[src/rtl/vga_pkg.sv]
// Shared mode encodings, 3-3-2 colour constants and the colour-bar lookup.
package vga_pkg;

    typedef enum logic [1:0] {
        MODE_BARS   = 2'd0,
        MODE_CHECK  = 2'd1,
        MODE_SOLID  = 2'd2,
        MODE_BORDER = 2'd3
    } mode_e;

    localparam logic [7:0] WHITE   = 8'hFF;
    localparam logic [7:0] YELLOW  = 8'hFC;
    localparam logic [7:0] CYAN    = 8'h1F;
    localparam logic [7:0] GREEN   = 8'h1C;
    localparam logic [7:0] MAGENTA = 8'hE3;
    localparam logic [7:0] RED     = 8'hE0;
    localparam logic [7:0] BLUE    = 8'h03;
    localparam logic [7:0] BLACK   = 8'h00;

    // Colour of bar idx, left to right across the active width.
    function automatic logic [7:0] bar_color(input logic [2:0] idx);
        case (idx)
            3'd0:    bar_color = WHITE;
            3'd1:    bar_color = YELLOW;
            3'd2:    bar_color = CYAN;
            3'd3:    bar_color = GREEN;
            3'd4:    bar_color = MAGENTA;
            3'd5:    bar_color = RED;
            3'd6:    bar_color = BLUE;
            default: bar_color = BLACK;
        endcase
    endfunction

endpackage

[src/rtl/vga_pattern.sv]
// Combinational test-pattern source: colour for a given pixel position and mode.
// Active-area blanking is applied by the caller.
module vga_pattern
    import vga_pkg::*;
#(
    parameter int H_ACTIVE = 640,
    parameter int V_ACTIVE = 480,
    parameter int CW       = 10
) (
    input  logic [CW-1:0] hpos,
    input  logic [CW-1:0] vpos,
    input  logic [1:0]    mode,
    input  logic [7:0]    solid_rgb,
    output logic [7:0]    rgb
);

    localparam int BAR_W = (H_ACTIVE / 8 > 0) ? H_ACTIVE / 8 : 1;

    logic [CW-1:0] bar_idx;

    // Select the pattern colour; positions past the eighth bar fall back to black.
    always_comb begin
        rgb     = BLACK;
        bar_idx = hpos / CW'(BAR_W);
        case (mode)
            MODE_BARS:   rgb = (bar_idx > CW'(7)) ? BLACK : bar_color(bar_idx[2:0]);
            MODE_CHECK:  rgb = (hpos[5] ^ vpos[5]) ? WHITE : BLACK;
            MODE_SOLID:  rgb = solid_rgb;
            MODE_BORDER: rgb = (hpos == '0 || hpos == CW'(H_ACTIVE - 1) ||
                                vpos == '0 || vpos == CW'(V_ACTIVE - 1)) ? WHITE : BLACK;
            default:     rgb = BLACK;
        endcase
    end

endmodule

[src/rtl/vga_timing_gen.sv]
// Parametrised VGA timing generator with a pixel-enable divider on the master
// clock. All outputs are registered from the next counter values so syncs,
// active and colour line up with hcount/vcount.
module vga_timing_gen
    import vga_pkg::*;
#(
    parameter int   CLK_DIV  = 2,
    parameter int   H_ACTIVE = 640,
    parameter int   H_FP     = 16,
    parameter int   H_SYNC   = 96,
    parameter int   H_BP     = 48,
    parameter int   V_ACTIVE = 480,
    parameter int   V_FP     = 10,
    parameter int   V_SYNC   = 2,
    parameter int   V_BP     = 33,
    parameter logic HS_POL   = 1'b0,
    parameter logic VS_POL   = 1'b0,
    parameter int   CW       = 10
) (
    input  logic          clk,
    input  logic          clr,
    input  logic [1:0]    mode,
    input  logic [7:0]    solid_rgb,
    output logic          pix_en,
    output logic [CW-1:0] hcount,
    output logic [CW-1:0] vcount,
    output logic          active,
    output logic          frame_start,
    output logic          hsync,
    output logic          vsync,
    output logic [2:0]    red,
    output logic [2:0]    green,
    output logic [1:0]    blue
);

    localparam int H_TOTAL  = H_ACTIVE + H_FP + H_SYNC + H_BP;
    localparam int V_TOTAL  = V_ACTIVE + V_FP + V_SYNC + V_BP;
    localparam int HS_START = H_ACTIVE + H_FP;
    localparam int HS_END   = HS_START + H_SYNC - 1;
    localparam int VS_START = V_ACTIVE + V_FP;
    localparam int VS_END   = VS_START + V_SYNC - 1;
    localparam int DW       = 4;

    logic [DW-1:0] div_q, div_d;
    logic          pix_en_q, pix_en_d;
    logic [CW-1:0] hcount_q, hcount_d, vcount_q, vcount_d;
    logic [1:0]    mode_q, mode_d;
    logic          active_q, active_d, fs_q, fs_d, hs_q, hs_d, vs_q, vs_d;
    logic [7:0]    rgb_q, rgb_d, pat_rgb;
    logic [CW-1:0] h_nxt, v_nxt;
    logic          active_nxt, wrap_nxt;

    // Divider, next raster position and the mode that applies to it.
    always_comb begin
        div_d    = (div_q == DW'(CLK_DIV - 1)) ? '0 : div_q + 1'b1;
        pix_en_d = (div_d == DW'(CLK_DIV - 1));
        h_nxt    = (hcount_q == CW'(H_TOTAL - 1)) ? '0 : hcount_q + 1'b1;
        v_nxt    = vcount_q;
        if (hcount_q == CW'(H_TOTAL - 1))
            v_nxt = (vcount_q == CW'(V_TOTAL - 1)) ? '0 : vcount_q + 1'b1;
        active_nxt = (h_nxt < CW'(H_ACTIVE)) && (v_nxt < CW'(V_ACTIVE));
        wrap_nxt   = pix_en_q && (h_nxt == '0) && (v_nxt == '0);
        // The new mode already governs the first pixel of the new frame.
        mode_d     = wrap_nxt ? mode : mode_q;
    end

    vga_pattern #(
        .H_ACTIVE (H_ACTIVE),
        .V_ACTIVE (V_ACTIVE),
        .CW       (CW)
    ) u_pattern (
        .hpos      (h_nxt),
        .vpos      (v_nxt),
        .mode      (mode_d),
        .solid_rgb (solid_rgb),
        .rgb       (pat_rgb)
    );

    // Output next-state: everything holds except on pixel-enable clocks.
    always_comb begin
        hcount_d = hcount_q;
        vcount_d = vcount_q;
        active_d = active_q;
        hs_d     = hs_q;
        vs_d     = vs_q;
        rgb_d    = rgb_q;
        fs_d     = 1'b0;
        if (pix_en_q) begin
            hcount_d = h_nxt;
            vcount_d = v_nxt;
            active_d = active_nxt;
            hs_d     = (h_nxt >= CW'(HS_START) && h_nxt <= CW'(HS_END)) ? HS_POL : ~HS_POL;
            vs_d     = (v_nxt >= CW'(VS_START) && v_nxt <= CW'(VS_END)) ? VS_POL : ~VS_POL;
            rgb_d    = active_nxt ? pat_rgb : BLACK;
            fs_d     = wrap_nxt;
        end
    end

    // State registers with synchronous clear.
    always_ff @(posedge clk) begin
        if (clr) begin
            div_q    <= '0;
            pix_en_q <= 1'b0;
            hcount_q <= '0;
            vcount_q <= '0;
            mode_q   <= '0;
            active_q <= 1'b0;
            fs_q     <= 1'b0;
            hs_q     <= ~HS_POL;
            vs_q     <= ~VS_POL;
            rgb_q    <= BLACK;
        end else begin
            div_q    <= div_d;
            pix_en_q <= pix_en_d;
            hcount_q <= hcount_d;
            vcount_q <= vcount_d;
            mode_q   <= mode_d;
            active_q <= active_d;
            fs_q     <= fs_d;
            hs_q     <= hs_d;
            vs_q     <= vs_d;
            rgb_q    <= rgb_d;
        end
    end

    assign pix_en      = pix_en_q;
    assign hcount      = hcount_q;
    assign vcount      = vcount_q;
    assign active      = active_q;
    assign frame_start = fs_q;
    assign hsync       = hs_q;
    assign vsync       = vs_q;
    assign red         = rgb_q[7:5];
    assign green       = rgb_q[4:2];
    assign blue        = rgb_q[1:0];

endmodule

[config.mk]
export PLATFORM = sky130hd
export DESIGN_NAME = vga_timing_gen
export DESIGN_NICKNAME = d
export VERILOG_FILES = /design/src/rtl/vga_pkg.sv /design/src/rtl/vga_pattern.sv /design/src/rtl/vga_timing_gen.sv
export SDC_FILE = /design/constraint.sdc
export NUM_CORES = 1
export LEC_CHECK = 0
export ABC_AREA = 1
export ABC_CLOCK_PERIOD_IN_PS = 2500
export BUFFER_PORTS_ARGS = -buffer_cell sky130_fd_sc_hd__clkbuf_2
export CAP_MARGIN = 40
export CORE_UTILIZATION = 58
export CTS_BUF_LIST = sky130_fd_sc_hd__clkbuf_4 sky130_fd_sc_hd__clkbuf_8
export DETAILED_ROUTE_END_ITERATION = 10
export PLACE_DENSITY_LB_ADDON = 0.08
export REMOVE_ABC_BUFFERS = 1
export SLEW_MARGIN = 10
export SYNTH_ARGS = -nofsm -noshare
export SYNTH_HDL_FRONTEND = slang
export SYNTH_SLANG_ARGS = --single-unit
[constraint.sdc]
create_clock -name clk -period 2.5 [get_ports clk]
set_input_delay 0.125 -clock clk [delete_from_list [all_inputs] [get_ports clk]]
set_output_delay 0.125 -clock clk [all_outputs]
set_load 0.02 [all_outputs]
# After elaboration in Yosys (flattened, before gate mapping)
# Index checks and enable logic that the tools add are counted.
[totals]
ff_bits = 39
inputBits = 12
out_inout_bits = 33
word_cells = 64
[classes]
n_addsub = 3
div_mod_pow = 1
order_cmp = 7
n_eq_ne = 15
mux = 13
bitwise = 2
reduce_logical = 13
[ops]
columns = ["operator", "count"]
rows = [
  ["$pmux 8 s7", 1],
  ["$mux 8", 4],
  ["$pmux 8 s4", 1],
  ["$eq 10x10->1 const B", 3],
  ["$mux 10", 3],
  ["$add 10x1->10 const B", 2],
  ["$logic_not 10->1", 2],
  ["$div 10x7->10 const B", 1],
  ["$eq 10x9->1 const B", 1],
  ["$ge 10x10->1 const B", 1],
  ["$ge 10x9->1 const B", 1],
  ["$gt 10x3->1 const B", 1],
  ["$le 10x10->1 const B", 1],
  ["$le 10x9->1 const B", 1],
  ["$lt 10x10->1 const B", 1],
  ["$lt 10x9->1 const B", 1],
  ["$eq 3x3->1 const B", 3],
  ["$eq 4x1->1 const B", 2],
  ["$eq 3x2->1 const B", 2],
  ["$logic_and 1x1->1", 5],
  ["$add 4x1->4 const B", 1],
  ["$eq 2x2->1 const B", 2],
  ["$mux 4", 1],
  ["$eq 3x1->1 const B", 1],
  ["9 further kinds", 12],
]

# Longest topological paths before layout
[logic_depth]
depth_word = 9
depth_mapped = 20
mapped_depth_nobuf = 19

# Cells and area by module
# Synthesis repeated with hierarchy kept, for this count alone.
[unflattened]
cells_unflattened = 438
area_unflattened_um2 = 2736.4
[by_module_without_submodules]
columns = ["module", "instances", "cells_each", "area_per_inst_um2", "seq_area_each_um2"]
rows = [
  ["vga_timing_gen", 1, 351, 2314.7, 780.7],
  ["vga_pattern", 1, 87, 421.7, 0.0],
]

# Least setup slack after synthesis
# OpenSTA, ideal clock, no wires.
[synth_timing]
kind = "register to register"
start = "register hcount_q[1] (netlist: hcount[1])"
end = "register rgb_q[5]"
setup_time_ns = 0.132
arrival_time_ns = 2.355
t_required_ns = 2.368
slack_ns = 0.013
path_stages_with_launch = 18
n_path_buf = 1
period_less_slack_ns = 2.487
cell_sequence = "dfxtp_1 ha_1 nand2_2 nor2_4 nand4_4 buf_6 nand2_1 nand2_2 nor2_1 nand2_1 nor2_4 nand3_2 nand2_1 nand2_4 nor2_2 nand2_1 nand3_1 a21oi_1"
[synth_via]
elab_chain_cells = 9
[synth_lines]
columns = ["item", "line_no", "rtl"]
rows = [
  ["start, declared", "vga_timing_gen.sv:46", "logic [CW-1:0] hcount_q, hcount_d, vcount_q, vcount_d;"],
  ["start signal, assigned", "vga_timing_gen.sv:115", "hcount_q <= hcount_d;"],
  ["parallel branches: the longest is 8 deep, another holds $add 10x1->10", "--", ""],
  ["$mux 8 (*)", "vga_timing_gen.sv:94", "rgb_d = active_nxt ? pat_rgb : BLACK;"],
  ["end signal, assigned", "vga_timing_gen.sv:122", "rgb_q <= rgb_d;"],
  ["end, declared", "vga_timing_gen.sv:49", "logic [7:0] rgb_q, rgb_d, pat_rgb;"],
]
# Mark *: on every way between the ends.
# A chain may end at the register's enable or synchronous reset.

# Worst setup path after layout
[layout_timing]
start = "register hcount_q[0] (netlist: hcount[0])"
end = "register rgb_q[0]"
# Same word-level chain as after synthesis.

==> key figures <==
Worst setup path
  • Reg2reg start: hcount[0]$_SDFFE_PP0P_
  • CP Class: register to register
  • Slowest cell delay on critical path: 0.37 ns
  • CP arrival: 2.57 ns
  • Worst reg-to-reg setup slack: between 0.1 and 0.15 ns
  • CP endpoint kind: register
  • Worst Path Buf+Inv: 1
  • Crit path launch type: register
  • R2R depth: 17
  • CP top delay family: simple AND/OR/NAND/NOR gates
  • Worst Path Required: approximately 2.7 ns
  • Crit path cell chain: ha_4 > nand2_4 > nor2_4 > nand4_4 > buf_6 > nand2_1 > nand2_2 > nor2_1 > nand2_1 > nor2_4 > nand4_1 > nand2_4 > nand2_4 > nand2_4 > nand3_1 > nand3_1 > a21oi_2
  • Crit path launch: hcount[0]$_SDFFE_PP0P_
  • Reg2reg end: rgb_q[0]$_SDFFE_PP0P_
  • Most common cell on crit path: nand2_4
  • Max FO, Critical Path: 8
  • Crit-path slowest cell: dfxtp_2

Logic synthesis
  • Ranking of synthesized cells by area: dfxtp_1 (30%), nand2_1 (14%), nand3_1 (10%), inv_1 (7.3%), a21oi_1 (6.8%)
  • Ys async rst share: 0%
  • Avg Inst Size Synth: 6.268 sq um
  • Seq cells post-synth: 39
  • EDFF count, synth: 0
  • Synthesized area: 2564 sq um
  • Synth cell count leaders: nand2_1 (98), nand3_1 (53), inv_1 (50)
  • Synth area leader: dfxtp_1
  • Post-synthesis mux area share: 0%
  • Yosys warning count: 0
  • Adder-cell share of the synthesized area: 2.440%
  • Cell count after synthesis: 409
  • Most frequent cell after synthesis: nand2_1
  • Post-synthesis compound-gate area fraction: between 10 and 15%
  • Simple-gate area share of the yosys netlist: 42.12%
  • Distinct cells, synth: 34
  • Synth Flop Type: dfxtp_1
  • Synth Area in XOR/XNOR: 1.708%
  • Register area share after synthesis: 30.45%
  • Post-synth top area share: 30.45%
  • Largest family of logic cells by synthesized area: simple AND/OR/NAND/NOR gates

Worst hold path
  • Hold path startpoint: solid_rgb[4]
  • Hold EP: rgb_q[4]$_SDFFE_PP0P_
  • WHS Path Cells: 5
  • HP Class: input port to register

Global routing
  • Vias in the first global route: 2,336
  • Global-route wire length before repair: 10.21 mm
  • Pin count of the biggest net entering global routing: 36
  • Total grt overflow: 0
  • Total GRT Usage: 29.52%
  • Initial antenna violation count: 0

Floorplan
  • Core area: 4115 sq um
  • Die Area: 4690 sq um
  • Starting density of the core: 62.30%
  • I/O Pins: 45
  • DIE WIDTH: ~68 um
  • Row count: 23
  • Chip Height: around 68 um

Timing
  • Max-slew headroom: 55.30%
  • Max Fclk: 416.8 MHz
  • Slew @ Worst Pin: 0.6536 ns
  • Ratio of final minimum period to clock period: 95.97%
  • Final setup vio count: 0
  • Final critical-path setup slack: 0.1007 ns
  • Setup_tns: 0 ns
  • Max Slew Vio Count: 0
  • Clock Skew: between 0.006 and 0.007 ns
  • Minimum clock period: 2.399 ns
  • RSZ-0062 raised after global routing: true
  • Hold Fails Final Rpt: 0

CTS
  • CTS Buffer Depth: 2
  • Clock Latency Late Sink: roughly 0.3 ns
  • CTS Buf Count: 5
  • Root Buffer: clkbuf_8
  • CTS clk-pin slew, worst paths: 0.08 ns
  • TritonCTS clock tree: done
  • CTS Hold Bufs: 0
  • CTS Sinks: 39
  • H-tree depth: 2

Run
  • Max-cap violation count: 0

Placed design
  • Gpl congestion: between 0.9 and 1
  • Dpl ws: ~0.01 ns
  • DP Area: 2965 sq um
  • Cell count after placement: roughly 520
  • DP HPWL: 4.654 mm
  • Count of buffers from port buffering: 44

Routing
  • Initial DRC Count: 241
  • Post-DRT Antenna Nets: 0
  • First-pass iteration count of the detailed router: 4
  • Via count: 2,911
  • Drt wl/cell: 12.87 um
  • Remaining DRCs: 0
  • Vias per inst: 5.534
  • WL final: ~6.8 mm

Pwr
  • Leak pwr: 1.570 nW
  • VDD IR max: 0.0004036 V
  • Power per cell area: 523.9 nW/um^2

Layout
  • Post-Layout Cell Count: ~530
  • Antenna Cells: 0
  • Layout cell share with drive strength beyond 1: 27.94%
  • Final instance area: 3244 sq um
  • Fin util: 78.84%
  • Area grow syn2layout: 26.55%
  • Nets: 492
  • # fillers: 300

Status
  • Status: finished, final reports clean
[layer usage]
metal | up-vias | track usage (%) | share of wire, %
met2 | 111 | 47.79 | 47
met1 | 1298 | 36.04 | 43
met5 | - | 0 | 0
met3 | 24 | 6.833 | 6.1
li1 | 1478 | - | -
met4 | 0 | 15.36 | 3.2
[cell type report]
cell class / instances / area [sq um] / area share [%]
clock buffers: 5 / 68.82 / 2.121
clock inverters: 3 / 43.79 / 1.350
inverters: 54 / 207.7 / 6.402
multi-input cells: 306 / 1654 / 50.98
flip-flops and latches: 39 / 794.5 / 24.49
well taps: 50 / 62.56 / 1.928
repair buffers: 69 / 412.9 / 12.73
[repair_timing]
item                                    in CTS  in global routing
buffers inserted                             0                  2
endpoints found under the setup margin       1                  8
resized for setup                            2                 44
cloned                                       0                  1
pin swaps                                    0                  8
[how the worst max path moves through the flow]
stage / slack, ns / depth (start not counted) / end
4_1_cts: 0.009 / 18 / rgb_q[7]$_SDFFE_PP0P_
5_1_grt: -0.11 / 18 / rgb_q[7]$_SDFFE_PP0P_
3_5_place_dp: 0.01 / 17 / rgb_q[7]$_SDFFE_PP0P_
3_3_place_gp: 0.1 / 16 / rgb_q[1]$_SDFFE_PP0P_
6_report: 0.10 / 17 / rgb_q[0]$_SDFFE_PP0P_
2_1_floorplan: -0.02 / 16 / rgb_q[5]$_SDFFE_PP0P_
[where the power goes]
group / leakage (nW) / internal [W] / total (W) / switching (W)
logic: 1.19 / 0.000155 / 0.000439 / 0.000284
registers: 0.324 / 0.000669 / 0.000719 / 0.0000504
clock network: 0.0581 / 0.000297 / 0.000542 / 0.000244
total: 1.57 / 0.00112 / 0.00170 / 0.000578
[flip-flops by register name (all words and copies together), names as in the netlist]
name / flops
mode_q: 2
active: 1
vsync: 1
frame_start: 1
vcount: 10
pix_en: 1
hsync: 1
div_q: 4
rgb_q: 8
hcount: 10
[cell families after synthesis]
kind of cell | count (synthesis)
AND/OR/NAND/NOR | 229
buffers and inverters | 64
adder cells (fa/ha/maj) | 5
XOR/XNOR | 5
AO/OA/AOI/OAI | 67
flip-flops | 39
[worst reg2reg max path: cells and delay by family (launching register included)]
kind / cells / cell delay [ns]
compound gates: 1 / 0.05
buf+inv: 1 / 0.18
flops: 1 / 0.37
simple gates: 14 / 1.52
fa+ha+maj: 1 / 0.16
[layout by cell type, fill, tap and decap left out, drive strengths merged]
| master | count |
|---|---|
| inv | 53 |
| xor2 | 4 |
| nand3b | 2 |
| nand2 | 107 |
| nor2 | 45 |
| a2111oi | 1 |
| dfxtp | 39 |
| a21oi | 36 |
| nor3 | 6 |
| nand3 | 55 |
| clkbuf | 49 |
| xnor2 | 1 |
| a211oi | 1 |
| o21ai | 29 |
| ha | 5 |
| or2 | 1 |
| nand4 | 11 |
| clkinv | 3 |
| nor4 | 2 |
| buf | 25 |
| bufinv | 1 |
[per-stage QoR]
step / total power (W) / hold WS (ns)
detailed placement: 0.001141 / 0.4567
global placement: 0.001134 / 0.4377
finish: 0.001700 / 0.1562
global route: 0.001791 / 0.1689
floorplan: 0.0009900 / 0.1917
CTS: 0.001685 / 0.1490
No activity file was read; power rests on OpenSTA's default activity.
